File: config.mk
export PLATFORM = sky130hd
export DESIGN_NAME = div8_by4_seq
export DESIGN_NICKNAME = d
export VERILOG_FILES = /design/src/rtl/div_pkg.sv /design/src/rtl/div_step.sv /design/src/rtl/div8_by4_seq.sv
export SDC_FILE = /design/constraint.sdc
export NUM_CORES = 1
export LEC_CHECK = 0
export ABC_CLOCK_PERIOD_IN_PS = 2000
export BUFFER_PORTS_ARGS = -buffer_cell sky130_fd_sc_hd__buf_2
export CORE_UTILIZATION = 49
export DETAILED_ROUTE_END_ITERATION = 7
export PLACE_DENSITY = 0.74
export SLEW_MARGIN = 30
export SYNTH_ARGS = -nofsm -noshare
export SYNTH_HDL_FRONTEND = slang
export SYNTH_SLANG_ARGS = --single-unit
File: constraint.sdc
create_clock -name clk -period 2 [get_ports clk]
set_clock_uncertainty 0.05 [all_clocks]
set_input_delay 0.3 -clock clk [delete_from_list [all_inputs] [get_ports clk]]
set_output_delay 0.3 -clock clk [all_outputs]
set_load 0.02 [all_outputs]
File: src/rtl/div_pkg.sv
// Shared types and constants for the 8-by-4 sequential restoring divider.
package div_pkg;

  localparam int DW = 8;
  localparam int VW = 4;
  localparam int CW = $clog2(DW);

  localparam logic [DW-1:0] Q_DZ = 8'hFF;
  localparam logic [VW-1:0] R_DZ = 4'h0;

  typedef enum logic [1:0] {
    IDLE = 2'd0,
    CALC = 2'd1,
    DONE = 2'd2
  } state_e;

endpackage

File: src/rtl/div_step.sv
// One combinational restoring-division iteration: shift in a dividend bit,
// subtract the divisor if it fits, and report the resulting quotient bit.
module div_step
  import div_pkg::*;
(
  input  logic [VW:0]   r,
  input  logic          n_bit,
  input  logic [VW-1:0] d,
  output logic [VW:0]   r_next,
  output logic          q_bit
);

  logic [VW+1:0] r_wide;

  // NOTE: every output gets a default before the condition so no latch is inferred.
  always_comb begin
    r_wide = {r, n_bit};
    r_next = r_wide[VW:0];
    q_bit  = 1'b0;
    // The partial remainder stays below d, so the wide compare always sees r[VW]=0;
    // keeping it in the compare makes the unit safe for any input.
    if (r_wide >= {2'b00, d}) begin
      r_next = r_wide[VW:0] - {1'b0, d};
      q_bit  = 1'b1;
    end
  end

endmodule

File: src/rtl/div8_by4_seq.sv
// Sequential restoring divider: 8-bit dividend / 4-bit divisor, one quotient bit
// per clock behind a start/ready/done handshake, with held result registers.
module div8_by4_seq
  import div_pkg::*;
(
  input  logic          clk,
  input  logic          rst,
  input  logic          start,
  input  logic [DW-1:0] dividend,
  input  logic [VW-1:0] divisor,
  output logic          ready,
  output logic          done,
  output logic [DW-1:0] quotient,
  output logic [VW-1:0] remainder,
  output logic          div_by_zero
);

  state_e        state_q, state_d;
  logic [CW-1:0] cnt_q, cnt_d;
  logic [DW-1:0] nq_q, nq_d;
  logic [VW-1:0] d_q, d_d;
  logic [VW:0]   r_q, r_d;
  logic [DW-1:0] quo_q, quo_d;
  logic [VW-1:0] rem_q, rem_d;
  logic          dz_q, dz_d;

  logic [VW:0]   step_r;
  logic          step_q_bit;

  div_step u_step (
    .r      (r_q),
    .n_bit  (nq_q[DW-1]),
    .d      (d_q),
    .r_next (step_r),
    .q_bit  (step_q_bit)
  );

  // nq_q is a combined shift register: dividend bits leave at the MSB while
  // quotient bits enter at the LSB, so after DW steps it holds the quotient.
  always_comb begin
    state_d = state_q;
    cnt_d   = cnt_q;
    nq_d    = nq_q;
    d_d     = d_q;
    r_d     = r_q;
    quo_d   = quo_q;
    rem_d   = rem_q;
    dz_d    = dz_q;

    unique case (state_q)
      IDLE: begin
        if (start) begin
          nq_d    = dividend;
          d_d     = divisor;
          r_d     = '0;
          cnt_d   = '0;
          state_d = CALC;
        end
      end
      CALC: begin
        if (d_q == '0) begin
          // Zero divisor spends one cycle here so done lands one edge after acceptance.
          quo_d   = Q_DZ;
          rem_d   = R_DZ;
          dz_d    = 1'b1;
          state_d = DONE;
        end else begin
          nq_d = {nq_q[DW-2:0], step_q_bit};
          r_d  = step_r;
          if (cnt_q == CW'(DW - 1)) begin
            quo_d   = {nq_q[DW-2:0], step_q_bit};
            rem_d   = step_r[VW-1:0];
            dz_d    = 1'b0;
            state_d = DONE;
          end else begin
            cnt_d = cnt_q + CW'(1);
          end
        end
      end
      DONE:    state_d = IDLE;
      default: state_d = IDLE;
    endcase
  end

  // NOTE: state registers use non-blocking assignments so every flop samples pre-edge values.
  always_ff @(posedge clk or posedge rst) begin
    if (rst) begin
      state_q <= IDLE;
      cnt_q   <= '0;
      nq_q    <= '0;
      d_q     <= '0;
      r_q     <= '0;
      quo_q   <= '0;
      rem_q   <= '0;
      dz_q    <= 1'b0;
    end else begin
      state_q <= state_d;
      cnt_q   <= cnt_d;
      nq_q    <= nq_d;
      d_q     <= d_d;
      r_q     <= r_d;
      quo_q   <= quo_d;
      rem_q   <= rem_d;
      dz_q    <= dz_d;
    end
  end

  assign ready       = (state_q == IDLE);
  assign done        = (state_q == DONE);
  assign quotient    = quo_q;
  assign remainder   = rem_q;
  assign div_by_zero = dz_q;

endmodule

# Yosys cells after proc, flatten, opt, wreduce, memory -nomap -nowiden
# Cells that the tools add are included.
[totals] ff_bits=35 word_cells=49 output_inout_bits=15
[op_classes] eq_ne=7 add_sub_neg=2 reduce_logical=9 muxes=22 n_lt_le_gt_ge=1
[op_table] operator="$mux W8" count=4
[op_table] operator="$pmux W8 S2" count=1
[op_table] operator="$mux W5" count=3
[op_table] operator="$pmux W5 S2" count=1
[op_table] operator="$mux W3" count=3
[op_table] operator="$mux W4" count=2
[op_table] operator="$ge A6 B4 Y1" count=1
[op_table] operator="$mux W2" count=3
[op_table] operator="$ne A2 B2 Y1 const B" count=3
[op_table] operator="$pmux W3 S2" count=1
[op_table] operator="$reduce_and A2 Y1" count=3
[op_table] operator="$sub A5 B4 Y5" count=1
[op_table] operator="$logic_not A4 Y1" count=1
[op_table] operator="$pmux W2 S2" count=1
[op_table] operator="$reduce_and A4 Y1" count=1
[op_table] operator="$reduce_bool A2 Y1" count=2
[op_table] operator="$add A3 B1 Y3 const B" count=1
[op_table] operator="$eq A3 B3 Y1 const B" count=1
[op_table] operator="$mux W1" count=3
[op_table] operator="$ne A3 B3 Y1 const B" count=1
[op_table] operator="$reduce_and A3 Y1" count=1
[op_table] operator="$eq A2 B1 Y1 const B" count=1
[op_table] operator="$eq A2 B2 Y1 const B" count=1
[op_table] operator="$logic_not A2 Y1" count=1

# Logic depth before layout (Yosys ltp)
[logic_depth] depth_word=4 ltp_mapped=9 depth_no_buf=8

# By module
# A second synthesis with hierarchy kept.
[unflattened] hier_cells=168 area_unflattened_um2=1799.2
[by_module_without_submodules] module="div8_by4_seq" n_inst=1 cells_per_inst=139 area_per_inst_um2=1565.3
[by_module_without_submodules] module="div_step" n_inst=1 cells_per_inst=29 area_per_inst_um2=234.0

# Worst setup path before layout
# Ideal clock, no wire load.
[synth_path] path_type="reg-to-reg" startpoint="register nq_q[7]" endpoint="register r_q[0]" path_slack_ns=0.087 t_arrival_ns=1.742 required_time_ns=1.828 setup_time_ns=0.122 path_stages_with_launch=10 cell_sequence="dfrtp_1 inv_1 ha_1 inv_1 fa_1 nand3_1 and2_1 clkbuf_1 nand3_1 a32o_1"
[synth_between] elab_chain_len=4 elab_cells_between_ends=5 classes_between="add/sub (1); order compare (1); mux (3)"
[synth_lines] item="start: declaration" line="div8_by4_seq.sv:20" rtl="logic [DW-1:0] nq_q, nq_d;"
[synth_lines] item="start signal: assignment" line="div8_by4_seq.sv:99" rtl="nq_q <= nq_d;"
[synth_lines] item="$sub A5 B4 Y5 / $ge A6 B4 Y1 (equally long branches)" line="div_step.sv:23, div_step.sv:22"
[synth_lines] item="$mux W5 (*)" line="div_step.sv:22" rtl="if (r_wide >= {2'b00, d}) begin"
[synth_lines] item="$mux W5 (*)" line="div8_by4_seq.sv:61" rtl="if (d_q == '0) begin"
[synth_lines] item="$pmux W5 S2 (*)" line="div8_by4_seq.sv:50" rtl="unique case (state_q)"
[synth_lines] item="end signal: assignment" line="div8_by4_seq.sv:101" rtl="r_q <= r_d;"
[synth_lines] item="end: declaration" line="div8_by4_seq.sv:22" rtl="logic [VW:0] r_q, r_d;"
# Every way passes the cells marked *; elsewhere a longest branch is shown, timed or not. The select of a mux whose other input is x is not followed.
# A chain may end at the register's enable or synchronous reset.

# Worst setup path in the final report
[layout_path] startpoint="register d_q[2]" endpoint="register r_q[4]"
[layout_between] elab_chain_len=4 elab_cells_between_ends=8 classes_between="add/sub (1); order compare (1); eq/ne (1); mux (3); reduce/logical (2)"
[layout_lines] item="start: declaration" line="div8_by4_seq.sv:21" rtl="logic [VW-1:0] d_q, d_d;"
[layout_lines] item="start signal: assignment" line="div8_by4_seq.sv:91" rtl="d_q <= '0;"
[layout_lines] item="start signal: assignment" line="div8_by4_seq.sv:100" rtl="d_q <= d_d;"
[layout_lines] item="$sub A5 B4 Y5 / $ge A6 B4 Y1 (equally long branches)" line="div_step.sv:23, div_step.sv:22"
[layout_lines] item="$mux W5" line="div_step.sv:22"
[layout_lines] item="$mux W5" line="div8_by4_seq.sv:61"
[layout_lines] item="$pmux W5 S2" line="div8_by4_seq.sv:50"
# Several ways; a longest one is shown, not always the timed one. The select of a mux whose other input is x is not followed.

==> run metrics <==
status=complete, no violations; critical-path cell with the highest stage delay=sky130_fd_sc_hd__dfrtp_1; residual DRC count=0; final worst path period share=0.924; synth unique cells=38; count of flip-flops with a built-in enable after synthesis=0; first drt pass iteration count=4; DIE AREA=roughly 3800 sq um; Reg clk slew, reported paths=~100 ps; slew margin rel.=0.626; latest clock arrival within the worst-skew pair=350 ps; Initial Util=0.516; # clock sinks=35; number of buffers added for setup after CTS=0; count of endpoints failing hold in the final timing report=0; global placer's final weighted congestion=0.902; delay of the slowest critical-path stage=420 ps; number of setup violations in the final report=0; total chip power=between 3 and 4 mW; routed len/inst=13.1 um; fin. max-slew vios=0; number of nets with antenna violations after routing=0; maximum VDD drop=around 940 uV; Synthesized Nets=210; routed wire length=roughly 3500 um; routed via count=1450; DIE HEIGHT=61.7 um; x dimension of the die=61.7 um; maximum buffer depth of the clock tree=2; arrival time reported for the critical path endpoint=2060 ps; Min Clock Period, post-route=between 1500 and 2000 ps; type of the most critical hold path=primary input to flip-flop; TritonCTS clock tree=built; synthesis-stage register bit count=35; PwrDens=about 1900 nW/um^2; number of levels the H-tree was split into=2; clock root buffer master=sky130_fd_sc_hd__clkbuf_4; share of layout cells above drive strength 1=0.251; most common cell in the netlist=sky130_fd_sc_hd__nand2_1; Leakage=1.00 nW; Finished Cell Area=2060 sq um; Crit Path Category=flip-flop to flip-flop; number of CTS-inserted buffers=5; launching element type of the critical path=flip-flop; count of standard-cell rows=21; top cell type by total area after synthesis=sky130_fd_sc_hd__dfrtp_1; buffers added on ports=29; IO Pins=30; number of maximum-capacitance violations=0; Yosys Warn Count=0; peak clock frequency supported by timing=0.541 GHz; initial antenna violation count=0; Area Overhead vs Synth=17.7%; post-DP HPWL=approximately 2600 um; most instantiated cells after synthesis=sky130_fd_sc_hd__nand2_1, sky130_fd_sc_hd__dfrtp_1, sky130_fd_sc_hd__nor2_1; top cell type's share of synthesized area=0.501; number of instances in the synthesized netlist=188; final-layout fill cell count=298; dominant synthesized flop cell=sky130_fd_sc_hd__dfrtp_1; combined area of all synthesized cells=1750 sq um; Net count, final=244; critical path endpoint category=flip-flop; share of async-settable or async-resettable flops after synthesis=1.00; post-detailed-placement cell area=1950 sq um; Tightest Pin Transition=557 ps; final setup TNS=0 ps; Final Util=0.607; routed vias/inst=5.39; worst endpoint required time=2210 ps; largest net degree at the start of global routing=36; maximum net fanout on the critical path=8; average instance area after synthesis=9.30 sq um; Starting DRT DRC Count=78; setup repair after global routing missed its margin=false; Area contributors post-synth=sky130_fd_sc_hd__dfrtp_1, sky130_fd_sc_hd__nand2_1, sky130_fd_sc_hd__ha_1; gr usage total=0.216; overall overflow remaining after global route=0; chain of cells forming the critical path=inv_1 -> ha_1 -> nand4_1 -> and2_2 -> or3_1 -> a22oi_1; worst slack on hold paths=134 ps; core footprint=3390 sq um; antenna fix cells=0; via count of the first global-routing pass=approximately 1300; share of the yosys chip area belonging to registers=0.501; first-pass GRT wire length=5870 um
power by group:
part           total (mW)  switching, mW  internal, mW  leakage (nW)
combinational        2.13           1.28         0.857         0.544
clock               0.512          0.249         0.263        0.0452
sequential           1.35          0.278          1.07         0.413
placed cells by master (no fill, tap or decap), types with 3 or more instances in the layout:
cell type,netlist,final
sky130_fd_sc_hd__a21oi_1,3,3
sky130_fd_sc_hd__a31oi_1,7,7
sky130_fd_sc_hd__buf_2,3,29
sky130_fd_sc_hd__buf_4,0,5
sky130_fd_sc_hd__clkbuf_4,0,5
sky130_fd_sc_hd__dfrtp_1,35,35
sky130_fd_sc_hd__ha_1,6,6
sky130_fd_sc_hd__inv_1,7,7
sky130_fd_sc_hd__mux2_2,4,4
sky130_fd_sc_hd__nand2_1,49,48
sky130_fd_sc_hd__nand3_1,11,10
sky130_fd_sc_hd__nand4_1,5,5
sky130_fd_sc_hd__nor2_1,13,13
sky130_fd_sc_hd__o211ai_1,3,3
sky130_fd_sc_hd__o21ai_0,6,6
registers in the layout (all words and copies together), names as in the netlist:
name         cells
remainder        4
nq_q             8
r_q              5
quotient         8
div_by_zero      1
d_q              4
state_q          2
cnt_q            3
final timing paths:
kind | from | to | slack, ps | depth (start not counted)
hold / removal | divisor[2] | d_q[2] | 130 | 2
setup reg to reg | d_q[2] | r_q[4] | 150 | 6
min in group asynchronous | rst | div_by_zero | 530 | 4
setup / recovery | d_q[2] | r_q[4] | 150 | 6
max in group asynchronous | rst | d_q[1] | 1060 | 4
hold reg to reg | remainder[2] | remainder[2] | 430 | 2
worst max-delay path: cells and delay by family (launching register included):
kind	cells	cell delay (ps)
AO/OA/AOI/OAI	1	140
adder cells (fa/ha/maj)	1	370
buffers and inverters	1	60
flip-flops	1	420
AND/OR/NAND/NOR	3	730
cell type report:
type	count	area (sq um)	share of cell area
timing repair buffer	35	193	0.0937
clock inverter	3	43.8	0.0213
multi-input combinational	138	823	0.400
inverter	7	26.3	0.0128
sequential	35	876	0.426
tap	46	57.6	0.0280
clock buffer	5	37.5	0.0182
layer usage:
layer  track usage  up-vias  part of all wire
met3        0.0725        4             0.042
li1              -      724                 -
met4        0.0698        0             0.011
met1         0.313      687              0.50
met5             0        -                 0
met2         0.304       35              0.45
metrics by stage:
stage	setup slack [ps]	cells
3_5_place_dp	54.2	260
2_1_floorplan	86.9	188
6_report	153	269
5_1_grt	7.14	269
4_1_cts	52.0	269
3_3_place_gp	136	260
timing repair:
action,in CTS,in global routing
hold buffers,1,0
endpoints found under the hold margin,27,0
endpoints found under the setup margin,0,10
resized for setup,0,5
kinds of logic after synthesis:
| family | synth area share |
|---|---|
| AND/OR/NAND/NOR | 0.253 |
| flip-flops | 0.501 |
| AO/OA/AOI/OAI | 0.120 |
| buffers and inverters | 0.0351 |
| adder cells (fa/ha/maj) | 0.0544 |
| multiplexers | 0.0315 |
| XOR/XNOR | 0.00501 |
Power figures use the tool's default switching activity.
